==> src/rtl/audio_pkg.sv <==
// Shared constants for the audio playback path: FSM encoding and default
// sample-rate / idle-level values.
package audio_pkg;

   typedef enum logic [2:0] {
      ST_IDLE  = 3'd0,
      ST_PRIME = 3'd1,
      ST_RUN   = 3'd2,
      ST_READ  = 3'd3,
      ST_LATCH = 3'd4
   } state_e;

   localparam logic [7:0]  IDLE_SAMPLE_DEF = 8'h80;
   localparam int unsigned CLK_DIV_48K     = 2083;

endpackage

==> src/rtl/sample_tick_gen.sv <==
// Free-running sample-rate divider: emits a one-cycle tick every CLK_DIV
// clocks while enabled, and returns to zero whenever clr is high.
module sample_tick_gen
   import audio_pkg::*;
#(
   parameter int unsigned CLK_DIV = CLK_DIV_48K
) (
   input  logic clk,
   input  logic reset,
   input  logic en,
   input  logic clr,
   output logic tick
);

   localparam int unsigned   CW   = (CLK_DIV > 1) ? $clog2(CLK_DIV) : 1;
   localparam logic [CW-1:0] LAST = CW'(CLK_DIV - 1);

   logic [CW-1:0] cnt_q, cnt_d;

   always_comb begin
      tick  = en && (cnt_q == LAST);
      cnt_d = cnt_q;
      if (clr) begin
         cnt_d = '0;
      end else if (en) begin
         cnt_d = tick ? '0 : cnt_q + CW'(1);
      end
   end

   always_ff @(posedge clk) begin
      if (reset) begin
         cnt_q <= '0;
      end else begin
         cnt_q <= cnt_d;
      end
   end

endmodule

==> src/rtl/audio_fifo_reader.sv <==
// Drains the audio FIFO at the sample rate and holds each byte for the PWM
// stage; primes before playback, counts underruns and requests refills.
module audio_fifo_reader
   import audio_pkg::*;
#(
   parameter int unsigned       CLK_DIV     = CLK_DIV_48K,
   parameter int unsigned       DATA_W      = 8,
   parameter int unsigned       CNT_W       = 11,
   parameter int unsigned       PRIME_LEVEL = 1024,
   parameter int unsigned       LOW_WATER   = 512,
   parameter logic [DATA_W-1:0] IDLE_SAMPLE = DATA_W'(IDLE_SAMPLE_DEF)
) (
   input  logic              clk,
   input  logic              reset,
   input  logic              enable,
   input  logic [DATA_W-1:0] fifo_dout,
   input  logic              fifo_empty,
   input  logic [CNT_W-1:0]  fifo_count,
   output logic              fifo_rd_en,
   output logic [DATA_W-1:0] sample,
   output logic              sample_valid,
   output logic              refill_req,
   output logic              underrun,
   output logic [15:0]       underrun_count,
   output logic [2:0]        state_dbg
);

   state_e            state_q, state_d;
   logic [DATA_W-1:0] sample_q, sample_d;
   logic              sample_valid_q, sample_valid_d;
   logic              underrun_q, underrun_d;
   logic [15:0]       underrun_count_q, underrun_count_d;
   logic              refill_req_q, refill_req_d;
   logic              tick, tick_en;
   logic [31:0]       count_ext;

   assign count_ext = 32'(fifo_count);
   assign tick_en   = state_q inside {ST_RUN, ST_READ, ST_LATCH};

   sample_tick_gen #(.CLK_DIV(CLK_DIV)) u_tick (
      .clk   (clk),
      .reset (reset),
      .en    (tick_en),
      .clr   (!tick_en),
      .tick  (tick)
   );

   always_ff @(posedge clk) begin
      if (reset) begin
         state_q          <= ST_IDLE;
         sample_q         <= IDLE_SAMPLE;
         sample_valid_q   <= 1'b0;
         underrun_q       <= 1'b0;
         underrun_count_q <= '0;
         refill_req_q     <= 1'b0;
      end else begin
         state_q          <= state_d;
         sample_q         <= sample_d;
         sample_valid_q   <= sample_valid_d;
         underrun_q       <= underrun_d;
         underrun_count_q <= underrun_count_d;
         refill_req_q     <= refill_req_d;
      end
   end

   // READ and LATCH ignore enable so a started read always completes.
   always_comb begin
      state_d = state_q;
      case (state_q)
         ST_IDLE:  if (enable) state_d = ST_PRIME;
         ST_PRIME: begin
            if (!enable)                        state_d = ST_IDLE;
            else if (count_ext >= PRIME_LEVEL)  state_d = ST_RUN;
         end
         ST_RUN: begin
            if (!enable)                  state_d = ST_IDLE;
            else if (tick && !fifo_empty) state_d = ST_READ;
         end
         ST_READ:  state_d = ST_LATCH;
         ST_LATCH: state_d = enable ? ST_RUN : ST_IDLE;
         default:  state_d = ST_IDLE;
      endcase
   end

   always_comb begin
      fifo_rd_en       = (state_q == ST_READ);
      sample_d         = sample_q;
      sample_valid_d   = 1'b0;
      underrun_d       = 1'b0;
      underrun_count_d = underrun_count_q;
      refill_req_d     = (count_ext < LOW_WATER);
      case (state_q)
         ST_IDLE: sample_d = IDLE_SAMPLE;
         ST_RUN: begin
            if (!enable) begin
               sample_d = IDLE_SAMPLE;
            end else if (tick && fifo_empty) begin
               sample_d   = IDLE_SAMPLE;
               underrun_d = 1'b1;
               if (underrun_count_q != 16'hFFFF) underrun_count_d = underrun_count_q + 16'd1;
            end
         end
         ST_LATCH: begin
            sample_d       = fifo_dout;
            sample_valid_d = 1'b1;
         end
         default: ;
      endcase
   end

   assign sample         = sample_q;
   assign sample_valid   = sample_valid_q;
   assign underrun       = underrun_q;
   assign underrun_count = underrun_count_q;
   assign refill_req     = refill_req_q;
   assign state_dbg      = state_q;

endmodule
==> config.mk <==
export PLATFORM = sky130hd
export DESIGN_NAME = audio_fifo_reader
export DESIGN_NICKNAME = d
export VERILOG_FILES = /design/src/rtl/audio_pkg.sv /design/src/rtl/sample_tick_gen.sv /design/src/rtl/audio_fifo_reader.sv
export SDC_FILE = /design/constraint.sdc
export NUM_CORES = 1
export LEC_CHECK = 0
export BUFFER_PORTS_ARGS = -buffer_cell sky130_fd_sc_hd__buf_2
export CORE_ASPECT_RATIO = 1.2
export CORE_MARGIN = 1.5
export CORE_UTILIZATION = 45
export DETAILED_ROUTE_END_ITERATION = 10
export GPL_TIMING_DRIVEN = 0
export PLACE_DENSITY = 0.8
export SKIP_CTS_REPAIR_TIMING = 1
export SYNTH_ARGS = -nofsm -noshare
export SYNTH_HDL_FRONTEND = slang
export SYNTH_SLANG_ARGS = --single-unit
==> constraint.sdc <==
create_clock -name clk -period 1.76 [get_ports clk]
set_input_delay 0.264 -clock clk [delete_from_list [all_inputs] [get_ports clk]]
set_output_delay 0.264 -clock clk [all_outputs]
set_load 0.01 [all_outputs]
# Word level (Yosys, flattened, before mapping)
# Cells that the tools add are included.
# Widths: inputs -> output; s select.
# word_totals
ff_bits	42
in_bits	23
out_inout_bits	31
# op_classes
mux	12
reduce_logical	12
n_lt_le_gt_ge	2
eq_ne	10
n_addsub	2
n_bitwise	3
# ops
operator	count
$pmux 8 s3	1
$add 16x1->16 const B	1
$mux 8	2
$ne 16x16->1 const B	1
$mux 3	5
$pmux 3 s5	1
$add 12x1->12 const B	1
$eq 12x12->1 const B	1
$ge 11x11->1 const B	1
$lt 11x10->1 const B	1
$eq 3x2->1 const B	2
$ne 3x2->1 const B	2
$reduce_bool 3->1	2
$reduce_or 3->1	2
$reduce_and 4->1	1
$eq 3x1->1 const B	1
$eq 3x3->1 const B	1
$logic_and 1x1->1	3
$logic_not 3->1	1
$ne 3x3->1 const B	1
$not 1->1	3
$reduce_and 3->1	1
$mux 1	2
$mux 2	1
other kinds (3)	3

# Logic depth before layout (Yosys ltp)
# Gate-level depths: netlist (run 1).
# logic_depth
word_depth	7
ltp_mapped	8

# Hierarchy
# A second synthesis (run 1) with hierarchy kept.
# unflattened
hier_cells	225
area_unflattened_um2	2030.7
# modules_own_cells
module	area_per_inst_um2	cells_per_inst	n_inst
audio_fifo_reader	1421.4	157	1
sample_tick_gen	609.3	68	1

# Worst setup path after synthesis (run 1)
# No wires, ideal clock.
# synth_path
path_kind	register to register
start	register underrun_count_q[0], in the netlist underrun_count[0]
end	register underrun_count_q[9], in the netlist underrun_count[9]
period_less_slack_ns	1.919
t_required_ns	1.689
stages_incl_launch_ff	7
path_buffers	0
setup_slack_ns	-0.159
t_arrival_ns	1.848
setup_ns	0.071
cell_sequence	dfxtp_1 -> ha_1 -> nand4_1 -> nor4_1 -> or3b_2 -> or4_1 -> a21oi_1
# synth_between
elab_chain_cells	2
word_cells_on_any_way	3
# synth_rtl
element	line	rtl
start, declared	audio_fifo_reader.sv:32	logic [15:0] underrun_count_q, underrun_count_d;
start signal, assigned	audio_fifo_reader.sv:61	underrun_count_q <= underrun_count_d;
parallel branches: the longest is 2 deep, another holds $add 16x1->16	-	
# Parallel ways; which one is timed is not known.
# A chain may end at the register's enable or synchronous reset.

# Worst setup path after layout (run 1)
# layout_path
start	register state_q[0], in the netlist state_dbg[0]
end	register underrun_count_q[7], in the netlist underrun_count[7]
# layout_between
elab_chain_cells	5
word_cells_on_any_way	7
# layout_rtl
element	line	rtl
start, declared	audio_fifo_reader.sv:28	state_e state_q, state_d;
start signal, assigned	audio_fifo_reader.sv:57	state_q <= state_d;
$eq 3x2->1 (tied with other cells)	audio_fifo_reader.sv:38, audio_fifo_reader.sv:92	
$reduce_bool 3->1	audio_fifo_reader.sv:38	assign tick_en = state_q inside {ST_RUN, ST_READ, ST_LATCH};
$logic_and 1x1->1	sample_tick_gen.sv:21	tick = en && (cnt_q == LAST);
$logic_and 1x1->1	audio_fifo_reader.sv:97	end else if (tick && fifo_empty) begin
$reduce_and 4->1 (no source line) *	-	
# Mark *: on every way between the ends. The rest lies on a longest branch, timed or not.

==> results.py, run 1 <==
metrics = {
    "placed_design": {
        "place_hpwl_um": 3030,
        "dp_slack_ps": -244,
        "gp_congestion": 0.817,
        "portBuffers": 44,
    },
    "drt": {
        "drtIter0Drc": 159,
        "num_vias": 1885,
        "ant_nets": 0,
        "drc": 0,
        "drt_pass1_iterations": 4,
        "viasPerCell": 5.50,
        "drt_wl_total_um": 4920,
        "routedWlPerCell_um": 14.3,
    },
    "flow_run": {
        "max-cap-violations": 0,
    },
    "critical_path": {
        "r2r_end": "underrun_count[7]",
        "worst_setup_path_end_kind": "register",
        "start_kind": "register",
        "rrSetupSlack_ps": -250,
        "rr_worst_depth": 7,
        "worstPathRequired_ps": 1990,
        "worstPathMaxFanout": 10,
        "r2r-start": "state_dbg[0]",
        "cp.arrival_ps": 2250,
        "crit_type": "register to register",
    },
    "sta": {
        "clock-skew-final_ps": 7.12,
        "slew_headroom": 0.660,
        "drv_slew": 0,
        "rsz0062_at_grt": "yes",
        "min_period_ps": 2010,
        "tightest_slew_ps": 510,
        "finalHoldViolCount": 0,
        "finalCritPeriodShare": 1.14,
        "final-setup-viol-count": 16,
        "fmax_mhz": 496,
        "setup_ws_ps": -255,
    },
    "clock_tree": {
        "clock_path_buffers": 2,
        "cts_tree": "built",
        "cts_sinks": 42,
        "clkLatencyLatePin_ps": 300,
        "h-tree-depth": 2,
        "cts-buffers-inserted": 5,
        "clock-root-buffer": "clkbuf_8",
        "cts.reportedPaths.clkPinSlew_ps": 80,
    },
    "global_routing": {
        "grt_antenna_before_repair": 0,
        "grt_pass1_vias": 1527,
        "overflow": 0,
        "track_usage": 0.187,
        "grt_pass1_wl_um": 6980,
        "grt_max_degree": 13,
    },
    "cells_and_area": {
        "fill_cells": 325,
        "multi_input_area_um2": 1190,
        "n_antenna_cell": 0,
        "drive_above_1_share": 0.380,
        "fin_nets": 312,
        "layout-area-overhead-vs-synth_pct": 35.2,
        "regArea_um2": 858,
    },
    "power": {
        "seqPwrFrac": 0.542,
        "intPower_mw": 1.38,
        "power_mw": 1.76,
        "switching_share": 0.216,
        "power_density_nw_per_um2": 663,
        "switchingPower_uw": 380,
        "combPwrFrac": 0.047,
        "p_leak_nw": 1.01,
        "peakVddDrop_uv": 410,
        "pwr-share-clk": 0.411,
    },
    "worst_hold_path": {
        "hold_path.class": "input port to register",
        "worstHoldStart": "fifo_count[9]",
        "hold_depth": 2,
        "worstHoldEndpoint": "refill_req",
    },
    "synthesis": {
        "syn-mean-instance-area_um2": 8.84,
        "synth_top_area_frac": 0.429,
        "syn_area_um2": 1960,
        "syn_inst": 222,
        "yosysTopAreaCell": "dfxtp_1",
        "synthArstFlopShare": 0,
        "ys.flop_type": "dfxtp_1",
        "synth_cell_types": 44,
        "ys_seq_area_frac": 0.429,
        "syn_nets": 248,
        "ys_ff_latch": 42,
        "synthTopCellsByArea": "dfxtp_1, xnor2_1, nor2_1",
        "ys_warn_count": 0,
        "synth-edff-count": 0,
    },
    "run_status": {
        "violations": "setup timing",
        "outcome": "complete, but fails checks",
    },
    "floorplanning": {
        "core_um2": 4230,
        "die_x_um": 63.3,
        "dieArea_um2": 4770,
        "rows": 26,
        "fp.dieH_um": 75.3,
        "start_util": 0.464,
        "pin_count": 54,
    },
}
[critical path, cell delays in order, from the launching register on]
cell	delay, ps
dfxtp_2	340
buf_6	130
and4bb_2	310
nand4_1	170
or2_0	270
buf_4	160
or4_4	420
a21oi_2	140
[sequential cells by signal (all words and copies together) (netlist names)]
| register | cells |
|---|---|
| underrun_count | 16 |
| u_tick.cnt_q | 12 |
| sample | 8 |
| state_dbg | 3 |
| refill_req | 1 |
| sample_valid | 1 |
| underrun | 1 |
[Yosys cell counts, types with 4 or more instances]
cell / n
nor3b_1: 5
clkbuf_1: 7
o21ai_0: 5
nand4_1: 9
nor3_1: 5
a21oi_1: 18
dfxtp_1: 42
and3_1: 5
nand2_1: 15
nand3_1: 9
xnor2_1: 15
a32oi_1: 7
nor2_1: 30
xor2_1: 4
nor4_1: 4
[area by class of cell]
type,instances,area share
clock buffer,8,0.0415
buffer,12,0.0344
inverter,2,0.00283
timing repair buffer,57,0.123
tap,56,0.0264
sequential,42,0.324
multi-input combinational,166,0.449
[metrics by stage]
stage / utilization / hold slack (ps) / instance area (um2) / setup TNS, ps / instances
6_report: 0.627 / 113 / 2650 / -2220 / 343
2_1_floorplan: - / 341 / 2000 / -48.2 / 222
3_3_place_gp: 0.541 / 426 / 2290 / -1020 / 322
5_1_grt: 0.627 / 99.7 / 2650 / -3260 / 343
4_1_cts: 0.567 / 113 / 2400 / -1800 / 330
3_5_place_dp: 0.541 / 431 / 2290 / -1510 / 322
[cell usage in the layout (no fill, tap or decap), types with 3 or more instances in the layout]
cell type  synthesis  final
buf_2              1     44
dfxtp_1           42     34
nor2_1            30     28
a21oi_1           18     15
xnor2_1           15     15
nand2_1           15     15
buf_4              2     12
nand4_1            9      9
nand3_1            9      9
clkbuf_8           0      8
a32oi_1            7      7
buf_6              1      5
and3_1             5      5
dfxtp_2            0      5
o21ai_0            5      4
clkbuf_1           7      4
xor2_1             4      4
and4bb_2           3      3
a21oi_2            0      3
nor2b_1            3      3
nor3_1             5      3
nor3b_1            5      3
dfxtp_4            0      3
[routing by layer]
| layer | track usage | vias up | routed length [um] |
|---|---|---|---|
| met5 | 0 | - | 0 |
| met4 | 0.0749 | 0 | 105 |
| met3 | 0.0561 | 12 | 295 |
| met2 | 0.329 | 63 | 2420 |
| met1 | 0.218 | 881 | 2090 |
| li1 | - | 929 | - |
[how the worst max path moves through the flow]
stage	cells after the start	from	slack, ps	to
after floorplan	7	state_dbg[2]	-30	underrun_count[7]
after global placement	8	u_tick.cnt_q[0]	-170	underrun_count[7]
after detailed placement	8	u_tick.cnt_q[0]	-240	underrun_count[7]
after CTS	8	u_tick.cnt_q[0]	-260	underrun_count[7]
after global routing	7	state_dbg[0]	-320	underrun_count[7]
final	7	state_dbg[0]	-250	underrun_count[7]
[power by group through the flow]
stage                     clock network (mW)  logic (mW)  registers [mW]
after global routing                   0.786      0.0895           0.954
final                                  0.724      0.0819           0.953
after detailed placement                   0      0.0785           0.978
after floorplan                            0      0.0432           0.980
after global placement                     0      0.0772           0.978
after CTS                              0.731      0.0792           0.956
[cell families after synthesis]
logic type | count (synthesis) | share of synthesized area
compound gates | 34 | 0.106
xor+xnor | 19 | 0.0848
fa+ha+maj | 3 | 0.0191
buf+inv | 14 | 0.0383
flops | 42 | 0.429
mux | 2 | 0.0108
simple gates | 108 | 0.313
Note: power is estimated with default switching activity, not from simulation.
==> inputs of run 2 (changes only) <==
--- a/config.mk
+++ b/config.mk
@@ -10,7 +10,6 @@
 export CORE_MARGIN = 1.5
 export CORE_UTILIZATION = 45
 export DETAILED_ROUTE_END_ITERATION = 10
-export GPL_TIMING_DRIVEN = 0
 export PLACE_DENSITY = 0.8
 export SKIP_CTS_REPAIR_TIMING = 1
 export SYNTH_ARGS = -nofsm -noshare
==> results.py, run 2 (same netlist as run 1, synthesis figures left out) <==
metrics = {
    "clock_tree": {
        "clkLatencyLatePin_ps": 290,
        "cts_sinks": 42,
        "clock_path_buffers": 2,
        "cts_tree": "built",
        "cts-buffers-inserted": 5,
        "cts.reportedPaths.clkPinSlew_ps": 80,
        "clock-root-buffer": "clkbuf_8",
        "h-tree-depth": 2,
    },
    "critical_path": {
        "start_kind": "register",
        "crit_type": "register to register",
        "cp.arrival_ps": 2130,
        "worst_setup_path_end_kind": "register",
        "worstPathMaxFanout": 6,
        "worstPathRequired_ps": 1990,
    },
    "cells_and_area": {
        "n_antenna_cell": 0,
        "post-route-util": 0.645,
        "largest_reg_flops": 16,
        "fill_cells": 347,
        "fin_cells": 363,
        "drive_above_1_share": 0.430,
        "final_area_um2": 2730,
        "fin_nets": 332,
        "layout-area-overhead-vs-synth_pct": 39.1,
        "layout_commonest_cell": "buf_2",
        "final_cell_mix": "buf_2, buf_4, dfxtp_1",
    },
    "sta": {
        "hold_ws_ps": 134,
        "tightest_slew_ps": 417,
        "min_period_ps": 1910,
        "finalSetupTns_ps": -495,
        "rsz0062_at_grt": "yes",
        "drv_slew": 0,
        "final-setup-viol-count": 7,
        "finalCritPeriodShare": 1.08,
        "finalHoldViolCount": 0,
        "fmax_mhz": 524,
        "clock-skew-final_ps": 6.84,
        "slew_headroom": 0.721,
        "setup_ws_ps": -148,
    },
    "power": {
        "combPwrFrac": 0.050,
        "seqPwrFrac": 0.569,
        "switchingPower_uw": 373,
        "p_leak_nw": 1.10,
        "power_density_nw_per_um2": 614,
        "peakVddDrop_uv": 363,
        "pwr-share-clk": 0.381,
        "intPower_mw": 1.30,
        "switching_share": 0.223,
        "power_mw": 1.68,
    },
    "floorplanning": {
        "die_x_um": 63.3,
        "fp.dieH_um": 75.3,
        "start_util": 0.464,
        "pin_count": 54,
        "dieArea_um2": 4770,
        "core_um2": 4230,
        "rows": 26,
    },
    "placed_design": {
        "place_hpwl_um": 3380,
        "dp_cells": 352,
        "gp_congestion": 0.853,
        "portBuffers": 44,
        "dpl_cell_area_um2": 2530,
        "dp_slack_ps": -118,
    },
    "global_routing": {
        "grt_antenna_before_repair": 0,
        "grt_pass1_vias": 1589,
        "grt_max_degree": 19,
        "track_usage": 0.191,
        "overflow": 0,
        "grt_pass1_wl_um": 7190,
    },
    "drt": {
        "ant_nets": 0,
        "num_vias": 1908,
        "drt_wl_total_um": 4910,
        "drt_pass1_iterations": 4,
        "drc": 0,
        "viasPerCell": 5.26,
        "drtIter0Drc": 91,
        "routedWlPerCell_um": 13.5,
    },
    "run_status": {
        "violations": "setup timing",
        "outcome": "complete, but fails checks",
    },
    "worst_hold_path": {
        "hold_path.class": "input port to register",
    },
    "flow_run": {
        "max-cap-violations": 0,
    },
}
==> run 2: changes by cell type in the layout (fill, tap and decap cells not counted), moves of 2 or more <==
| cell | before | now |
|---|---|---|
| clkbuf_1 | 4 | 1 |
| dfxtp_2 | 5 | 7 |
| clkbuf_2 | 2 | 0 |
| buf_4 | 12 | 43 |
| dfxtp_4 | 3 | 1 |
| buf_6 | 5 | 2 |
| nor2_1 | 28 | 30 |
| nor3_4 | 2 | 0 |
| clkbuf_8 | 8 | 6 |
==> run 2: final timing paths <==
path | slack (ps) | cells after the start | end | start
hold reg to reg | 470 | 2 | sample[0] | sample[0]
hold / removal | 130 | 2 | refill_req | fifo_count[9]
setup reg to reg | -150 | 7 | underrun_count[7] | u_tick.cnt_q[0]
setup / recovery | -150 | 7 | underrun_count[7] | u_tick.cnt_q[0]
==> run 2: worst max-delay path: stages, from the launching register on <==
cell	delay, ps
dfxtp_2	330
inv_2	40
ha_2	150
and4bb_2	250
nand4_1	120
or2_4	280
or4_1	510
a21oi_2	150
==> run 2: layout make-up <==
class,count,area (um2),area share
Clock inverter,1,5.00,0.00183
Sequential cell,42,853,0.313
Clock buffer,7,86.3,0.0316
Timing Repair Buffer,89,566,0.207
Inverter,2,7.51,0.00275
Multi-Input combinational cell,166,1140,0.418
Tap cell,56,70.1,0.0257
==> run 2: power groups by stage <==
stage | sequential, mW | combinational [mW] | clock, mW
final | 0.954 | 0.0838 | 0.638
after CTS | 0.954 | 0.0806 | 0.649
after global placement | 0.977 | 0.0782 | 0
after global routing | 0.955 | 0.0910 | 0.681
after detailed placement | 0.977 | 0.0801 | 0
after floorplan | 0.980 | 0.0432 | 0
==> run 2: per-layer routing <==
layer / wire length (um) / part of all wire / GRT usage
met5: 0 / 0 / 0
met4: 88 / 0.018 / 0.0797
met3: 219 / 0.045 / 0.0295
met2: 2550 / 0.52 / 0.353
met1: 2050 / 0.42 / 0.225
==> inputs of run 3 (changes only) <==
--- a/config.mk
+++ b/config.mk
@@ -7,11 +7,11 @@
 export LEC_CHECK = 0
 export BUFFER_PORTS_ARGS = -buffer_cell sky130_fd_sc_hd__buf_2
 export CORE_ASPECT_RATIO = 1.2
-export CORE_MARGIN = 1.5
 export CORE_UTILIZATION = 45
 export DETAILED_ROUTE_END_ITERATION = 10
-export PLACE_DENSITY = 0.8
+export PLACE_DENSITY = 0.81
 export SKIP_CTS_REPAIR_TIMING = 1
+export SLEW_MARGIN = 0
 export SYNTH_ARGS = -nofsm -noshare
 export SYNTH_HDL_FRONTEND = slang
 export SYNTH_SLANG_ARGS = --single-unit
==> results.py, run 3 (same netlist as run 1, synthesis figures left out) <==
metrics = {
    "global_routing": {
        "overflow": 0,
        "met3_usage": 0.0429,
        "grt_max_degree": 20,
        "track_usage": 0.205,
        "grt_pass1_wl_um": 7450,
        "met2_usage": 0.382,
        "use_met1": 0.228,
        "grt_antenna_before_repair": 0,
        "grt_busiest_layer": "met2",
        "grt_pass1_vias": 1700,
    },
    "drt": {
        "routedWlPerCell_um": 14.7,
        "drt_wl_total_um": 5320,
        "drtIter0Drc": 135,
        "num_vias": 2018,
        "drt_pass1_iterations": 4,
        "viasPerCell": 5.57,
        "drc": 0,
        "ant_nets": 0,
    },
    "sta": {
        "drv_slew": 0,
        "finalHoldViolCount": 0,
        "finalCritPeriodShare": 1.08,
        "final-setup-viol-count": 7,
        "hold_ws_ps": 119,
        "rsz0062_at_grt": "yes",
        "min_period_ps": 1900,
        "tightest_slew_ps": 443,
        "fmax_mhz": 525,
        "setup_ws_ps": -145,
        "clock-skew-final_ps": 11.7,
        "slew_headroom": 0.704,
    },
    "critical_path": {
        "cp.arrival_ps": 2110,
        "start_kind": "register",
        "worst_setup_path_end_kind": "register",
        "startpoint": "underrun_count[2]",
        "crit_end": "underrun_count[14]",
        "rrSetupSlack_ps": -140,
        "worstPathRequired_ps": 1960,
        "crit_type": "register to register",
        "r2r_end": "underrun_count[14]",
        "rr_worst_depth": 6,
        "r2r-start": "underrun_count[2]",
        "worstPathMaxFanout": 5,
    },
    "power": {
        "switchingPower_uw": 430,
        "p_leak_nw": 1.11,
        "peakVddDrop_uv": 489,
        "switching_share": 0.253,
        "pwr-share-clk": 0.391,
        "power_density_nw_per_um2": 610,
        "seqPwrFrac": 0.560,
        "combPwrFrac": 0.049,
        "intPower_mw": 1.27,
        "power_mw": 1.70,
    },
    "cells_and_area": {
        "largest_reg_flops": 16,
        "layout_commonest_cell": "buf_2",
        "layout-area-overhead-vs-synth_pct": 42.2,
        "fill_cells": 311,
        "post-route-util": 0.686,
        "fin_cells": 362,
        "final_cell_mix": "buf_2, buf_4, dfxtp_1",
        "final_area_um2": 2790,
        "drive_above_1_share": 0.445,
        "fin_nets": 333,
        "n_antenna_cell": 0,
    },
    "clock_tree": {
        "cts_sinks": 42,
        "clock-root-buffer": "clkbuf_8",
        "cts_tree": "built",
        "cts.reportedPaths.clkPinSlew_ps": 100,
        "clkLatencyLatePin_ps": 310,
        "clock_path_buffers": 2,
        "cts-buffers-inserted": 5,
        "h-tree-depth": 2,
    },
    "floorplanning": {
        "die_x_um": 62.3,
        "start_util": 0.482,
        "fp.dieH_um": 74.3,
        "rows": 25,
        "dieArea_um2": 4630,
        "pin_count": 54,
        "core_um2": 4070,
    },
    "placed_design": {
        "place_hpwl_um": 3270,
        "dp_cells": 348,
        "gp_congestion": 0.779,
        "dpl_cell_area_um2": 2510,
        "portBuffers": 44,
    },
    "run_status": {
        "outcome": "complete, but fails checks",
        "violations": "setup timing",
    },
    "flow_run": {
        "max-cap-violations": 0,
    },
    "worst_hold_path": {
        "hold_path.class": "input port to register",
    },
}
[run 3: layout make-up]
class | instances | area [um2] | share of cell area
clock buffers | 5 | 68.8 | 0.0247
clock inverters | 3 | 25.0 | 0.00897
inverters | 2 | 7.51 | 0.00269
multi-input cells | 166 | 1190 | 0.427
flip-flops and latches | 42 | 852 | 0.305
well taps | 54 | 67.6 | 0.0242
repair buffers | 90 | 577 | 0.207
[run 3: metrics by stage]
stage,setup TNS [ps],setup slack [ps]
final,-466,-145
after floorplan,-48.2,-34.9
after global placement,-226,-64.3
after global routing,-1340,-181
after detailed placement,-453,-136
after CTS,-710,-148
[run 3: how the worst min path moves through the flow]
stage | startpoint | end | slack (ps) | cells past startpoint
6_report | fifo_count[9] | refill_req | 120 | 2
5_1_grt | fifo_count[9] | refill_req | 120 | 2
4_1_cts | fifo_count[9] | refill_req | 120 | 2
3_5_place_dp | fifo_count[9] | refill_req | 440 | 2
3_3_place_gp | fifo_count[9] | refill_req | 430 | 2
2_1_floorplan | fifo_count[9] | refill_req | 340 | 1
[run 3: routing by layer]
metal | vias to the layer above | wire length (um)
li1 | 968 | -
met1 | 959 | 2190
met2 | 72 | 2740
met3 | 19 | 232
met4 | 0 | 158
met5 | - | 0
[run 3: power by group through the flow]
stage,registers (mW),clock network [mW],logic (mW)
global route,0.955,0.716,0.0925
global placement,0.977,0,0.0796
floorplan,0.980,0,0.0432
CTS,0.954,0.664,0.0814
finish,0.954,0.665,0.0834
detailed placement,0.977,0,0.0812
[run 3: worst max-delay path, stage by stage, from the launching register on]
cell and delay, ps:
dfxtp_1 410, buf_4 160, nand3_1 300, nor4_1 440, nor3b_2 260, xnor2_1 160
nor2_1 80
